File: src/rtl/alu_status_pkg.sv
// Shared flag bit map and status type for the ALU status unit.
// Bit indices are fixed; other blocks decode flags by these names.
package alu_status_pkg;

    localparam int FLAGS_W = 8;

    localparam int FLG_Z  = 0;
    localparam int FLG_C  = 1;
    localparam int FLG_EQ = 2;
    localparam int FLG_LT = 3;
    localparam int FLG_GT = 4;
    localparam int FLG_H  = 5;
    localparam int FLG_V  = 6;
    localparam int FLG_S  = 7;

    typedef logic [FLAGS_W-1:0] flags_t;

endpackage

File: src/rtl/alu_status_stack.sv
// LIFO save/restore stack for the status register, with push/pop/swap and misuse detection.
// Latency: top_dat is combinational from stored state; count and err update one cycle after the strobe.
// Backpressure: none; a push when full or a pop when empty is dropped and reported on err.
module alu_status_stack
    import alu_status_pkg::*;
#(
    parameter  int DEPTH = 4,
    localparam int CNT_W = $clog2(DEPTH + 1)
) (
    input  logic             clk,
    input  logic             rst,
    input  logic             push,
    input  logic             pop,
    input  flags_t           din,
    output flags_t           top_dat,
    output logic             pop_vld,
    output logic [CNT_W-1:0] count,
    output logic             full,
    output logic             empty,
    output logic             err
);

    localparam int AW = (DEPTH > 1) ? $clog2(DEPTH) : 1;

    flags_t           mem_q [DEPTH];
    flags_t           mem_d [DEPTH];
    logic [CNT_W-1:0] count_q, count_d;
    logic             err_q, err_d;
    logic             push_vld;
    logic [AW-1:0]    top_idx;
    logic [AW-1:0]    wr_idx;

    assign full     = (count_q == CNT_W'(DEPTH));
    assign empty    = (count_q == '0);
    assign pop_vld  = pop & ~empty;
    // A push while full is still legal when a valid pop frees the top slot (swap).
    assign push_vld = push & (~full | pop_vld);

    assign top_idx  = AW'(count_q - CNT_W'(1));
    assign wr_idx   = AW'(count_q);
    assign top_dat  = mem_q[top_idx];

    always_comb begin
        mem_d   = mem_q;
        count_d = count_q;
        if (push_vld && pop_vld) begin
            mem_d[top_idx] = din;
        end else if (push_vld) begin
            mem_d[wr_idx] = din;
            count_d       = count_q + CNT_W'(1);
        end else if (pop_vld) begin
            count_d = count_q - CNT_W'(1);
        end
        err_d = (push & full & ~pop_vld) | (pop & empty & ~push);
    end

    always_ff @(posedge clk) begin
        if (rst) begin
            count_q <= '0;
            err_q   <= 1'b0;
        end else begin
            count_q <= count_d;
            err_q   <= err_d;
        end
    end

    always_ff @(posedge clk) begin
        mem_q <= mem_d;
    end

    assign count = count_q;
    assign err   = err_q;

endmodule

File: src/rtl/alu_status_unit.sv
// Condition-flag generator and 8-bit status register with masked software write and save/restore stack.
// Latency: flags_next is combinational; flags updates one cycle after pop/wr/upd. Optional macro ALU_STATUS_OVERFLOW_EN.
// Backpressure: none; stack misuse is dropped and flagged on err.
module alu_status_unit
    import alu_status_pkg::*;
#(
    parameter  int WIDTH = 8,
    parameter  int DEPTH = 4,
    localparam int CNT_W = $clog2(DEPTH + 1)
) (
    input  logic             clk,
    input  logic             rst,
    input  logic [WIDTH-1:0] f,
    input  logic             a_b,
    input  logic             cn_n,
    input  logic             cnh_n,
    input  logic             cno_n,
    input  logic             a_msb,
    input  logic             b_msb,
    input  logic             sub,
    input  logic             upd,
    input  logic             wr,
    input  logic [7:0]       wr_mask,
    input  logic [7:0]       wr_data,
    input  logic             push,
    input  logic             pop,
    output logic [7:0]       flags,
    output logic [7:0]       flags_next,
    output logic [CNT_W-1:0] count,
    output logic             full,
    output logic             empty,
    output logic             err
);

    flags_t status_q, status_d;
    flags_t fn;
    flags_t top_dat;
    logic   pop_vld;

    always_comb begin
        fn         = '0;
        fn[FLG_Z]  = ~|f;
        fn[FLG_C]  = ~cno_n;
        fn[FLG_EQ] = a_b;
        fn[FLG_LT] = ~cn_n & cno_n;
        fn[FLG_GT] = cn_n & ~cno_n;
        fn[FLG_H]  = ~cnh_n;
`ifdef ALU_STATUS_OVERFLOW_EN
        // Operands agree in effective sign but the result sign differs.
        fn[FLG_V]  = (a_msb == (b_msb ^ sub)) & (f[WIDTH-1] != a_msb);
`else
        fn[FLG_V]  = 1'b0;
`endif
        fn[FLG_S]  = f[WIDTH-1];
    end

`ifndef ALU_STATUS_OVERFLOW_EN
    logic unused_ovf;
    assign unused_ovf = a_msb ^ b_msb ^ sub;
`endif

    always_comb begin
        status_d = status_q;
        if (pop_vld) begin
            status_d = top_dat;
        end else if (wr) begin
            status_d = (status_q & ~wr_mask) | (wr_data & wr_mask);
        end else if (upd) begin
            status_d = fn;
        end
    end

    always_ff @(posedge clk) begin
        if (rst) begin
            status_q <= '0;
        end else begin
            status_q <= status_d;
        end
    end

    alu_status_stack #(
        .DEPTH (DEPTH)
    ) u_stack (
        .clk     (clk),
        .rst     (rst),
        .push    (push),
        .pop     (pop),
        .din     (status_q),
        .top_dat (top_dat),
        .pop_vld (pop_vld),
        .count   (count),
        .full    (full),
        .empty   (empty),
        .err     (err)
    );

    assign flags      = status_q;
    assign flags_next = fn;

endmodule
File: config.mk
export PLATFORM = sky130hd
export DESIGN_NAME = alu_status_unit
export DESIGN_NICKNAME = d
export VERILOG_FILES = /design/src/rtl/alu_status_pkg.sv /design/src/rtl/alu_status_stack.sv /design/src/rtl/alu_status_unit.sv
export SDC_FILE = /design/constraint.sdc
export NUM_CORES = 1
export LEC_CHECK = 0
export CELL_PAD_IN_SITES_DETAIL_PLACEMENT = 1
export CELL_PAD_IN_SITES_GLOBAL_PLACEMENT = 2
export CORE_MARGIN = 10
export CORE_UTILIZATION = 30
export CTS_BUF_LIST = sky130_fd_sc_hd__clkbuf_8
export DETAILED_ROUTE_END_ITERATION = 6
export PLACE_DENSITY_LB_ADDON = 0.12
export SYNTH_ARGS = -nofsm -noshare
export SYNTH_HDL_FRONTEND = slang
export SYNTH_HIERARCHICAL = 1
export SYNTH_SLANG_ARGS = --single-unit
File: constraint.sdc
create_clock -name clk -period 2.4 [get_ports clk]
set_input_delay 0.36 -clock clk [delete_from_list [all_inputs] [get_ports clk]]
set_output_delay 0.36 -clock clk [all_outputs]
set_load 0.05 [all_outputs]
==> results.toml <==
[run_status]
status = "finished, final reports clean"

[power]
powerDensity_nw_per_um2 = 1038
p_clk_share_pct = 14.6
pwr-share-seq_pct = 32.4
power_switching_mw = 1.437
ir_drop_mv = 0.9697
p_sw_share_pct = 41.35
p_leak_nw = 1.178
finalPower_mw = 3.474
p_int_mw = 2.037
comb_power_share_pct = 53.0

[final_layout]
final_area_um2 = 3348
drive_gt1_share_pct = 20.00
diodes = 0
area_growth_pct = 34.20
utilization_pct = 41.16
layout.nets = 321

[timing]
worst_pin_slew_ns = 0.6765
hold_viol_final = 0
clock_skew_ns = 0.008204
max-slew-margin-rel_pct = 54.76
setup_violations = 0
rsz0062_at_grt = "false"
final.setup.tns_ns = 0
finalCriticalPeriod_ns = 2.099
layout_setup_ws_ns = 0.3012
fmax_mhz = 476.5
fin_crit_sh_pct = 87.45
slew_viol_final = 0

[placed_design]
hpwl_um = 5565
place_area_um2 = 3251
pre_cts_ws_ns = 0.2095
io_buffers = 54
gp_congestion = 0.7224

[synth]
netlist-cell-type-count = 58
synth_edf_count = 32
synth_seq_cells = 44
ys_warn_count = 6
ys.flop_type = "edfxtp_1"
synth_area_per_cell_um2 = 11.55
synth_seq_area_share_pct = 48.14
synthesis.nets = 258
netlist_instances = 216
syn_area_um2 = 2495
ys_async_sr_fraction_pct = 0

[drt]
drt-pass1-iter-count = 4
detail-route-antenna-nets = 0
routed_via_density = 5.104
drc_errors = 0
routed_wl_um = 7444
dr_total_vias = 1965
wl_per_cell_um = 19.34
drtIter0Drc = 71

[grt]
track_usage_pct = 11.90
antenna_found_initial = 0
grt_pass1_wl_um = 11740
grt.overflow.total = 0
grt_max_degree = 18
grt_pass1_vias = 2050

[clocking]
clk_pin_slew_ns = 0.09
ctsResizeCount = 0
clockRootBuffer = "clkbuf_8"
cts_setup_buffers = 0
cts.sinks = 44
clk_path_buf_depth = 2
cts_buffers = 5
cts_tree = "built"
cts_hold_buf = 0
clock_latency_ns = 0.30
htree_levels = 2

[run]
cap_viol_max_count = 0

[setup_path]
critPathCaptureType = "output port"
worstPathArrival_ns = 1.74
startpoint_type = "flip-flop"
worst-endpoint-required_ns = 2.04
critical_path.max_fanout = 9
crit_buf_inv = 1
cpPeakStageDelay_ns = 0.88
slowest_stage = "clkdlybuf4s50_1"
critical_path_class = "flip-flop to output port"
crit_family = "buffers and inverters"
crit_path_cell_trace = "clkdlybuf4s50_1"

[floorplanning]
dieArea_um2 = 12360
core_area_um2 = 8134
start_util_pct = 30.67
ios = 59
die_h_um = 111.2
die_w_um = 111.2
num_rows = 33

[hold_path]
hp-class = "flip-flop to flip-flop"
==> placed cells by master (no fill, tap or decap), types with 5 or more instances in the layout <==
| cell | count |
|---|---|
| dfxtp_1 | 10 |
| a21boi_1 | 7 |
| nand3_1 | 6 |
| inv_1 | 9 |
| nor2b_1 | 16 |
| ha_1 | 5 |
| edfxtp_1 | 32 |
| a31oi_1 | 5 |
| clkdlybuf4s50_1 | 46 |
| nand2_1 | 12 |
| mux4_2 | 8 |
| nor2_1 | 6 |
| a21boi_0 | 8 |
| clkbuf_8 | 6 |
| buf_4 | 23 |
| and2_1 | 9 |
==> logic make-up after synthesis <==
logic type               synth area share [%]
other                                  0.1503
AND/OR/NAND/NOR                         18.76
buffers and inverters                   5.617
AO/OA/AOI/OAI                           16.40
adder cells (fa/ha/maj)                 2.508
flip-flops                              48.14
XOR/XNOR                               0.3511
multiplexers                            8.074
==> per-layer routing <==
metal | track usage, % | routed length [um] | up-vias
met5 | 0 | 0 | -
met4 | 2.057 | 39 | 0
met3 | 3.463 | 198 | 4
li1 | - | - | 936
met2 | 20.01 | 3753 | 20
met1 | 14.84 | 3452 | 1005
==> power groups by stage <==
stage | logic (mW) | registers (mW) | clock network (mW)
after floorplan | 0.976 | 1.32 | 0
after CTS | 1.87 | 1.13 | 0.528
after global placement | 1.86 | 1.14 | 0
final | 1.84 | 1.12 | 0.507
after global routing | 1.98 | 1.15 | 0.565
after detailed placement | 1.86 | 1.15 | 0
==> cells in the mapped netlist, types with 6 or more instances <==
cell      count  area (um2)
edfxtp_1     32       960.9
nor2b_1      16       100.1
dfxtp_1      12       240.2
nand2_1      12       45.04
and2_1        9       56.30
inv_1         9       33.78
a21boi_0      8       60.06
mux4_2        8       180.2
a21boi_1      7       52.55
buf_2         6       30.03
nand3_1       6       30.03
nor2_1        6       22.52
==> stage by stage <==
| step | std cells | hold slack, ns |
|---|---|---|
| 2_1_floorplan | 216 | 0.4368 |
| 3_3_place_gp | 377 | 0.5540 |
| 3_5_place_dp | 377 | 0.5642 |
| 4_1_cts | 385 | 0.5786 |
| 5_1_grt | 385 | 0.6024 |
| 6_report | 385 | 0.5588 |
==> path summary, 6_finish.rpt <==
| check | cells after the start | endpoint | slack (ns) | startpoint |
|---|---|---|---|---|
| hold reg to reg | 2 | flags[6] | 0.56 | flags[6] |
| setup reg to reg | 6 | flip-flop | 0.31 | u_stack/count[0] |
| setup / recovery | 1 | count[2] | 0.30 | u_stack/count[2] |
| hold / removal | 2 | flags[6] | 0.56 | flags[6] |
==> area by class of cell <==
class | count | area, um2
clock inverter | 2 | 15.01
sequential | 44 | 1204
fill | 880 | 4786
clock buffer | 6 | 82.58
timing repair buffer | 73 | 713.2
inverter | 10 | 37.54
tap | 105 | 131.4
multi-input combinational | 145 | 1165
Power figures use the tool's default switching activity.
